<file path="config.mk">
export PLATFORM = sky130hd
export DESIGN_NAME = batcharger_ctrl
export DESIGN_NICKNAME = d
export VERILOG_FILES = /design/src/rtl/batcharger_ctrl.sv
export SDC_FILE = /design/constraint.sdc
export NUM_CORES = 1
export LEC_CHECK = 0
export CAP_MARGIN = 0
export CORE_UTILIZATION = 53
export DETAILED_ROUTE_END_ITERATION = 7
export HOLD_SLACK_MARGIN = 0.02
export PLACE_DENSITY = 0.92
export SYNTH_ARGS = -nofsm -noshare
export SYNTH_HDL_FRONTEND = slang
export SYNTH_SLANG_ARGS = --single-unit
export TNS_END_PERCENT = 1
</file>
<file path="constraint.sdc">
create_clock -name clk -period 6.4 [get_ports clk]
set_input_delay 1.28 -clock clk [delete_from_list [all_inputs] [get_ports clk]]
set_output_delay 1.28 -clock clk [all_outputs]
set_load 0.01 [all_outputs]
</file>
<file path="src/rtl/batcharger_ctrl.sv">
// Charge controller: sequences trickle / constant-current / constant-voltage
// charging from ADC samples and drives registered mode flags and setpoints.
//
// Handshake: sample_valid is a one-cycle strobe with no back-pressure. The
// vbat/ibat/vtemp values are consumed on the same rising edge. Any state
// change caused by a sample, and all outputs that follow from it, are visible
// from that edge onward. en=0 overrides everything on the next edge.
module batcharger_ctrl #(
  parameter int unsigned CV_TMAX = 1024,
  parameter int unsigned VRECH   = 8
) (
  input  logic       clk,
  input  logic       rstz,
  input  logic       en,
  input  logic [3:0] sel,
  input  logic       sample_valid,
  input  logic [7:0] vbat,
  input  logic [7:0] ibat,
  input  logic [7:0] vtemp,
  input  logic [7:0] vcutoff,
  input  logic [7:0] vpreset,
  input  logic [7:0] tempmin,
  input  logic [7:0] tempmax,
  output logic       tc,
  output logic       cc,
  output logic       cv,
  output logic [7:0] ichg_code,
  output logic [7:0] vcv_code,
  output logic       done,
  output logic [2:0] dbg_state
);

  typedef enum logic [2:0] {
    S_IDLE = 3'd0,
    S_TC   = 3'd1,
    S_CC   = 3'd2,
    S_CV   = 3'd3,
    S_END  = 3'd4
  } state_t;

  localparam logic [15:0] CV_MAX  = 16'(CV_TMAX);
  localparam logic [7:0]  VRECH_C = 8'(VRECH);

  state_t      state_q, state_d;
  logic [3:0]  sel_q, sel_d;
  logic [15:0] cv_cnt_q, cv_cnt_d;

  logic        temp_ok;
  logic        charging;
  logic [4:0]  cap_q_p1;
  logic [4:0]  cap_d_p1;
  logic [15:0] cv_cnt_inc;
  logic [7:0]  rech_thr;
  logic [7:0]  ichg_d;

  assign temp_ok    = (vtemp >= tempmin) && (vtemp <= tempmax);
  assign charging   = (state_q == S_TC) || (state_q == S_CC) || (state_q == S_CV);
  assign cap_q_p1   = {1'b0, sel_q} + 5'd1;
  assign cap_d_p1   = {1'b0, sel_d} + 5'd1;
  assign cv_cnt_inc = (cv_cnt_q >= CV_MAX) ? CV_MAX : cv_cnt_q + 16'd1;
  // Recharge threshold floors at zero when vpreset is below the hysteresis.
  assign rech_thr   = (vpreset > VRECH_C) ? (vpreset - VRECH_C) : 8'd0;
  assign dbg_state  = state_q;

  // Next-state, capacity latch and CV sample counter; one transition per sample.
  always_comb begin
    state_d  = state_q;
    sel_d    = sel_q;
    cv_cnt_d = cv_cnt_q;
    if (!en) begin
      state_d = S_IDLE;
    end else if (sample_valid) begin
      if (charging && !temp_ok) begin
        state_d = S_IDLE;
      end else begin
        unique case (state_q)
          S_IDLE: begin
            if (temp_ok && (vbat < vpreset)) begin
              sel_d   = sel;
              state_d = (vbat < vcutoff) ? S_TC : S_CC;
            end
          end
          S_TC: begin
            if (vbat >= vcutoff) state_d = S_CC;
          end
          S_CC: begin
            if (vbat >= vpreset) begin
              state_d  = S_CV;
              cv_cnt_d = 16'd0;
            end
          end
          S_CV: begin
            cv_cnt_d = cv_cnt_inc;
            if ((ibat < {3'b000, cap_q_p1}) || (cv_cnt_inc >= CV_MAX)) state_d = S_END;
          end
          S_END: begin
            if (vbat < rech_thr) state_d = S_IDLE;
          end
          default: state_d = S_IDLE;
        endcase
      end
    end
  end

  // Current setpoint follows the state being entered and the latched capacity.
  always_comb begin
    ichg_d = 8'd0;
    unique case (state_d)
      S_TC:    ichg_d = {3'b000, cap_d_p1};
      S_CC:    ichg_d = {cap_d_p1, 3'b000};
      S_CV:    ichg_d = {cap_d_p1, 3'b000};
      default: ichg_d = 8'd0;
    endcase
  end

  // State register with registered outputs decoded from the next state.
  always_ff @(posedge clk or negedge rstz) begin
    if (!rstz) begin
      state_q   <= S_IDLE;
      sel_q     <= 4'd0;
      cv_cnt_q  <= 16'd0;
      tc        <= 1'b0;
      cc        <= 1'b0;
      cv        <= 1'b0;
      ichg_code <= 8'd0;
      vcv_code  <= 8'd0;
      done      <= 1'b0;
    end else begin
      state_q   <= state_d;
      sel_q     <= sel_d;
      cv_cnt_q  <= cv_cnt_d;
      tc        <= (state_d == S_TC);
      cc        <= (state_d == S_CC);
      cv        <= (state_d == S_CV);
      ichg_code <= ichg_d;
      vcv_code  <= (state_d == S_CV) ? vpreset : 8'd0;
      done      <= (state_d == S_END);
    end
  end

endmodule

</file>
### Word-level counts from Yosys, hierarchy flattened

Index checks and enable logic that the tools add are counted.

* flip-flop bits (word level): 43
* input port bits: 64
* output and inout bits: 23
* logic and storage cells: 66

* add/sub/neg operators: 4
* magnitude comparators: 11
* eq/ne operators: 9
* multiplexer cells: 21
* bitwise operators: 1
* reductions and logical operators: 11

Operator list (count)
* $ge 16x11->1 const B: 2
* $mux 16: 2
* $pmux 16 s2: 1
* $ge 8x8->1: 3
* $lt 8x8->1: 3
* $mux 3: 8
* $mux 4: 5
* $add 16x1->16 const B: 1
* $mux 8: 2
* $pmux 8 s2: 1
* $pmux 3 s5: 1
* $eq 3x2->1 const B: 4
* $add 4x1->5 const B: 2
* $gt 8x4->1 const B: 1
* $le 8x8->1: 1
* $lt 8x5->1: 1
* $sub 8x4->8 const B: 1
* $eq 3x1->1 const B: 2
* $eq 3x3->1 const B: 2
* $reduce_and 5->1: 1
* $logic_and 1x1->1: 3
* $logic_not 3->1: 1
* $logic_or 1x1->1: 3
* $mux 2: 1
* other kinds (5): 5

### Depth between registers and ports, before layout

Gate-level depths: netlist of run 1.

* word-level depth: 12
* depth in mapped cells: 13
* mapped depth without buffers: 13

### Worst setup path before layout of run 1

Ideal clock, no wire load.

* path kind: input-to-reg
* start: in tempmin[7]
* end: reg ichg_code[4]
* library setup time: 0.148 ns
* arrival time: 3.586 ns
* data required time: 6.252 ns
* setup slack: 2.666 ns
* stages: 13
* buffers on the path: 0
* cells stage by stage: inv_1 ha_1 and3_1 nand3_1 o31ai_2 nand4_2 nor2_1 mux2_2 ha_1 nand3_1 a21oi_1 a41oi_1 o32ai_1

RTL lines
* start, declared: line 22 `input logic [7:0] tempmin,`
* $ge 8x8->1 (*): line 56 `assign temp_ok = (vtemp >= tempmin) && (vtemp <= tempmax);`
* $logic_and 1x1->1 (*): line 56
* $logic_and 1x1->1: line 78 `if (temp_ok && (vbat < vpreset)) begin`
* $mux 4: line 78
* $mux 4: line 76 `unique case (state_q)`
* $mux 4 (*): line 73 `if (charging && !temp_ok) begin`
* $mux 4 (*): line 72 `end else if (sample_valid) begin`
* $mux 4 (*): line 70 `if (!en) begin`
* named net sel_d[0]: line 45 `logic [3:0] sel_q, sel_d;`
* $add 4x1->5 (*): line 59 `assign cap_d_p1 = {1'b0, sel_d} + 5'd1;`
* $pmux 8 s2 (*): line 108 `unique case (state_d)`
* named net ichg_d[4]: line 54 `logic [7:0] ichg_d;`
* end signal, assigned: line 135 `ichg_code <= ichg_d;`
* end, declared: line 27 `output logic [7:0] ichg_code,`

Mark *: on every way through the listed nets, which the timed path passes. The rest lies on a longest branch.
A chain may end at the register's enable or synchronous reset.

### Worst setup path in the final report of run 1

* start: in vpreset[7]
* end: reg ichg_code[4]

RTL lines
* start, declared: line 21 `input logic [7:0] vpreset,`
* $lt 8x8->1: line 78
* $logic_and 1x1->1: line 78
* $mux 4: line 78
* $mux 4: line 76
* $mux 4: line 73
* $mux 4: line 72
* $mux 4: line 70
* named net sel_d[0]: line 45
* $add 4x1->5: line 59
* $pmux 8 s2: line 108
* named net ichg_d[4]: line 54

The timed path passes the listed nets, and every way through them passes these cells.

==> results of run 1 <==
final timing paths:
check | start | to | depth (start not counted) | slack, ps
max | vpreset[7] | ichg_code[4] | 14 | 2020
min | cv_cnt_q[15] | cv_cnt_q[15] | 1 | 500
max reg2reg | sel_q[0] | ichg_code[4] | 11 | 3340
min reg2reg | cv_cnt_q[15] | cv_cnt_q[15] | 1 | 500
max in group asynchronous | rstz | dbg_state[1] | 1 | 4740
min in group asynchronous | rstz | cv_cnt_q[7] | 1 | 1100
registers in the layout, indices dropped and copies added (netlist names):
register / count
cv_cnt_q: 16
ichg_code: 8
vcv_code: 8
sel_q: 4
dbg_state: 3
cc: 1
cv: 1
done: 1
tc: 1
power by group through the flow:
stage	combinational (mW)	clock (mW)	sequential, mW
after floorplan	0.146	0	0.308
after global placement	0.230	0	0.309
after detailed placement	0.245	0	0.310
after CTS	0.248	0.174	0.305
after global routing	0.276	0.186	0.307
final	0.248	0.172	0.306
logic make-up (layout without fill, tap and decap cells):
kind of cell             count (synthesis)  after routing  synth area share [%]
AND/OR/NAND/NOR                        122            122                  21.4
adder cells (fa/ha/maj)                 48             48                  18.7
buffers and inverters                   50            138                  6.05
XOR/XNOR                                 5              5                  1.37
flip-flops                              43             43                  33.6
multiplexers                             5              5                  1.72
AO/OA/AOI/OAI                           78             78                  17.2
layout make-up:
class | instances | area, um2 | share of cell area (%)
Clock buffer | 6 | 82.6 | 1.96
Clock inverter | 1 | 5.00 | 0.119
Inverter | 45 | 171 | 4.06
Multi-Input combinational cell | 258 | 1940 | 45.9
Sequential cell | 43 | 1080 | 25.5
Tap cell | 72 | 90.1 | 2.14
Timing Repair Buffer | 86 | 856 | 20.3
layer usage:
metal / vias up / GRT usage [%]
li1: 1440 / -
met1: 1438 / 31.8
met2: 112 / 46.4
met3: 19 / 5.03
met4: 0 / 8.93
met5: - / 0
layout by cell type (no fill, tap or decap), drive strengths merged, types with 9 or more instances in the layout:
master,netlist,final
o21ai,22,22
o31ai,9,9
nor3,15,15
a21oi,19,19
ha,48,48
dfrtp,43,43
nand4,11,11
nand2,19,19
clkdlybuf4s50,0,85
nand3,15,15
nor2,22,22
inv,45,45
worst max-delay path, stage by stage:
cell	delay, ps
clkdlybuf4s50_1	510
inv_1	100
ha_1	310
a21oi_1	140
o21ai_0	120
nor3_1	330
nand3_1	170
nor2_1	340
mux2_2	420
ha_1	240
nand3_1	100
a21oi_1	50
a41oi_1	270
o32ai_1	140
through the flow:
step / instance area [um2] / total power, mW / setup slack (ps) / util, %
6_report: 4220 / 0.725 / 2020 / 74.3
5_1_grt: 4220 / 0.770 / 1770 / 74.3
4_1_cts: 4220 / 0.726 / 2080 / 74.3
3_5_place_dp: 4130 / 0.555 / 1790 / 72.8
3_3_place_gp: 4130 / 0.539 / 1990 / 72.8
2_1_floorplan: 3210 / 0.454 / 2670 / -
cells in the mapped netlist, types with 4 or more instances:
library cell   n  area, um2
nand2_1       19       71.3
and2_1         6       37.5
inv_1         44        165
o21a_1         4       30.0
o211ai_1       7       52.6
o31ai_1        6       45.0
a21oi_1       18       90.1
nand3_1       13       65.1
mux2_2         4       45.0
nand2b_1       4       25.0
nand4_1       10       62.6
nor2b_1        5       31.3
and3_1         7       43.8
nor3_1        14       70.1
nor2_1        22       82.6
ha_1          48        601
dfrtp_1       43       1080
o21ai_0       22        110
==> metrics.md, run 1 <==
| Metric | Value |
|---|---|
| Status | `complete, no violations` |
| Async SR Flop Fraction | `100%` |
| Skew-Pair Late Insertion Delay | `300 ps` |
| Initial antenna violation count | `0` |
| P_sw | `~0.23 mW` |
| Drt via density | `around 5.9` |
| Sw frac | `31.5%` |
| Worst vdd ir | `0.000126 V` |
| Routed wire per std cell | `around 15 um` |
| DR vias | `roughly 3,000` |
| Synth Instances | `between 300 and 400` |
| Final Max Slew Viols | `0` |
| First-pass GRT wire length | `13.0 mm` |
| # DRC | `0` |
| Clock Tree Buf Depth | `2` |
| Num CTS Buffers | `5` |
| Port bufs | `86` |
| Cell Area, Synth | `~3200 um2` |
| Hpwl dp | `~6.3 mm` |
| Metal2 WL | `between 3 and 4 mm` |
| RSZ-0062 raised after global routing | `no` |
| Gp weighted congestion | `approximately 0.92` |
| GR Util All Layers | `between 20% and 30%` |
| Worst Path Arrival | `4520 ps` |
| Layout cells sized above 1 | `roughly 7.1%` |
| H-tree Lvls | `2` |
| Comb pwr share | `between 30% and 40%` |
| Wl on met1 | `about 3.3 mm` |
| Gr ovfl total | `0` |
| Clk sinks | `43` |
| Ys flop type | `dfrtp_1` |
| Max_cap viols | `0` |
| Die width | `~80 um` |
| WL final | `slightly below 8 mm` |
| Final non-filler cell total | `about 510` |
| Synth Warn # | `0` |
| Pwr Density | `about 170 nW/um2` |
| Area growth, synth to finish | `31.5%` |
| Final period util | `68.4%` |
| Syn Area/Cell | `approximately 9 um2` |
| Drt pass-1 iters | `4` |
| Register share of total power | `~42%` |
| Antenna cells | `0` |
| Clock share of power | `between 20% and 30%` |
| Number of global-route vias before repair | `just over 3,000` |
| Rel. slew slack | `approximately two fifths` |
| Die area | `about 6400 um2` |
| Largest net degree at the start of global routing | `44` |
| Setup-failing EPs final | `0` |
| Worst Path Required | `6540 ps` |
| Post-Place Cells | `just over 500` |
| Nets@finish | `between 500 and 600` |
| Unique masters post-synth | `55` |
| Hold Vio Cnt, Final | `0` |
| Site row count | `27` |
| Initial Util | `between 50% and 60%` |
| Core area | `roughly 5700 um2` |
| Fillers | `between 400 and 500` |
| Critical path type | `input pin to flop` |
| Final ANT Viol Nets | `0` |
| Hold_buf cts | `0` |
| Leakage power | `around 2 nW` |
| Die height | `around 80 um` |
| Worst setup SP type | `input pin` |
| Syn Nets | `463` |
| Register area share after synthesis | `33.6%` |
| Io pins | `87` |
| Top layer in use | `met4` |
| Min Hold Slack | `497 ps` |
| Yosys reg bits | `43` |
| Setup crit end kind | `flop` |
| Min Tclk post-route | `around 4400 ps` |
| Max Fclk | `approximately 230 MHz` |
| Final setup TNS | `0 ps` |
| Clock Skew | `5.42 ps` |
| Post-CTS Setup Bufs | `0` |
| Crit path max fanout | `5` |
| P_int | `around 0.50 mW` |
| Measured slew at the worst slew-check pin | `~880 ps` |
| Post-synth EDFFs | `0` |
| Detailed router's first-iteration violation count | `208` |
| Root buffer cell | `clkbuf_8` |
| CTS tree | `yes` |
| PostCTS Resize Cnt | `0` |
| Metal3 WL | `roughly 520 um` |
| Clk slew on worst S/H paths | `around 80 ps` |
| Hold Path Class | `flop to flop` |
(Power assumes the default switching activity.)
==> run 2: changes to the inputs <==
--- a/config.mk
+++ b/config.mk
@@ -6,10 +6,10 @@
 export NUM_CORES = 1
 export LEC_CHECK = 0
 export CAP_MARGIN = 0
-export CORE_UTILIZATION = 53
+export CORE_UTILIZATION = 44
 export DETAILED_ROUTE_END_ITERATION = 7
 export HOLD_SLACK_MARGIN = 0.02
-export PLACE_DENSITY = 0.92
+export PLACE_DENSITY = 0.82
 export SYNTH_ARGS = -nofsm -noshare
 export SYNTH_HDL_FRONTEND = slang
 export SYNTH_SLANG_ARGS = --single-unit
==> constraint.sdc (replaced) <==
create_clock -name clk -period 3.6 [get_ports clk]
set_input_delay 0.72 -clock clk [delete_from_list [all_inputs] [get_ports clk]]
set_output_delay 0.72 -clock clk [all_outputs]
set_load 0.01 [all_outputs]
==> metrics.md, run 2 (synthesis results as in run 1) <==
| Metric | Value |
|---|---|
| Status | `complete, no violations` |
| Final Max Slew Viols | `0` |
| WL final | `roughly 8.2 mm` |
| Initial antenna violation count | `0` |
| Max FFs per register | `16` |
| Detailed router's first-iteration violation count | `125` |
| Top layer in use | `met4` |
| First-pass GRT wire length | `approximately 14 mm` |
| Site row count | `30` |
| Commonest non-fill, non-tap cell in the layout | `clkdlybuf4s50_1` |
| Gp weighted congestion | `about 0.90` |
| Clock Skew | `roughly 6.6 ps` |
| Clock Tree Buf Depth | `2` |
| Die width | `87.4 um` |
| Measured slew at the worst slew-check pin | `about 920 ps` |
| Power, Total | `1.32 mW` |
| Metal2 WL | `~4.2 mm` |
| Area growth, synth to finish | `39.8%` |
| Antenna cells | `0` |
| H-tree Lvls | `2` |
| Commonest cells after routing, fill and taps aside | `clkdlybuf4s50_1 (85), ha_1 (48), inv_1 (44)` |
| Routed wire per std cell | `around 15 um` |
| Die area | `approximately 7600 um2` |
| Post-Place Cells | `555` |
| Clk slew on worst S/H paths | `80 ps` |
| Largest net degree at the start of global routing | `44` |
| Root buffer cell | `clkbuf_8` |
| Hpwl dp | `6.64 mm` |
| Setup-failing EPs final | `0` |
| Biggest register | `cv_cnt_q` |
| Die height | `87.4 um` |
| Worst Path Required | `3780 ps` |
| Pwr Density | `295 nW/um2` |
| Skew-Pair Late Insertion Delay | `around 300 ps` |
| # DRC | `0` |
| Rel. slew slack | `a little under 40%` |
| RSZ-0062 raised after global routing | `no` |
| Drt via density | `approximately 5.4` |
| Wl on met1 | `3.49 mm` |
| Leakage power | `between 2 and 2.5 nW` |
| Hold_buf cts | `0` |
| DR vias | `a little over 3,000` |
| Top Registers | `cv_cnt_q: 16 flops, ichg_code: 8 flops, vcv_code: 8 flops` |
| Final non-filler cell total | `roughly 560` |
| Worst setup SP type | `input pin` |
| Initial Util | `46.4%` |
| Hold Vio Cnt, Final | `0` |
| Io pins | `87` |
| Placed cell areas | `between 4000 and 5000 um2` |
| Drt pass-1 iters | `4` |
| Gr ovfl total | `0` |
| Core area | `between 6000 and 7000 um2` |
| Max_cap viols | `0` |
| Nets@finish | `approximately 580` |
| Setup crit end kind | `flop` |
| CTS tree | `yes` |
| Final period util | `between 90% and 100%` |
| Final ANT Viol Nets | `0` |
| Clk sinks | `43` |
| Critical path type | `input pin to flop` |
| Worst vdd ir | `about 0.00017 V` |
| Port bufs | `86` |
| GR Util All Layers | `between 20% and 30%` |
| Min Tclk post-route | `around 3400 ps` |
| Worst Path Arrival | `between 3000 and 4000 ps` |
| Crit path max fanout | `3` |
| Num CTS Buffers | `5` |
| Max Fclk | `~300 MHz` |
| Metal3 WL | `between 400 and 500 um` |
| Hold Path Class | `flop to flop` |
| Finished Cell Area | `4480 um2` |
| Layout cells sized above 1 | `13.2%` |
| Number of global-route vias before repair | `approximately 3,100` |
==> run 2: layout make-up <==
cell class	count	area, um2
clock inverters	3	15.0
fillers	578	2420
repair buffers	114	1080
well taps	96	120
clock buffers	5	68.8
inverters	45	171
flip-flops and latches	43	1080
multi-input cells	258	1950
==> run 2: timing repair <==
| item | 4_1_cts | 5_1_grt |
|---|---|---|
| endpoints found under the setup margin | 0 | 2 |
| setup buffers | 0 | 1 |
| resized for setup | 0 | 3 |
==> run 2: power by group <==
part / switching (mW) / leakage (nW) / internal, mW
combinational: 0.225 / 1.47 / 0.247
clock: 0.170 / 0.0477 / 0.133
sequential: 0.0340 / 0.587 / 0.512
total: 0.430 / 2.10 / 0.892
==> run 2: final timing paths <==
path	start	to	slack (ps)	cells past startpoint
worst max-delay path	vpreset[7]	ichg_code[4]	190	14
worst min-delay path	cv_cnt_q[10]	cv_cnt_q[10]	490	2
worst max register to register	sel_q[0]	ichg_code[4]	890	11
worst min register to register	cv_cnt_q[10]	cv_cnt_q[10]	490	2
max in group asynchronous	rstz	dbg_state[1]	2470	1
min in group asynchronous	rstz	cv_cnt_q[12]	550	1
==> run 2: metrics by stage <==
step	util, %	hold slack (ps)	TNS (ps)	setup WS [ps]
after floorplan	-	424	0	426
after global placement	63.4	463	-11.3	-11.3
after detailed placement	63.4	472	-535	-134
after CTS	64.6	490	0	172
after global routing	64.9	507	0	3.36
final	64.9	488	0	195
==> run 2: layer usage <==
layer / GRT usage [%] / vias up
met1: 27.3 / 1451
met2: 41.1 / 93
met4: 4.77 / 0
met5: 0 / -
met3: 4.17 / 9
li1: - / 1492
==> run 2: critical path, stage by stage <==
cell,delay (ps)
clkdlybuf4s50_1,490
inv_1,70
ha_1,310
a21oi_1,170
o21ai_0,140
nor3_1,260
nand3_1,190
nor2_4,180
mux2_2,370
ha_1,240
nand3_1,90
a21oi_1,50
a41oi_2,190
o32ai_1,110
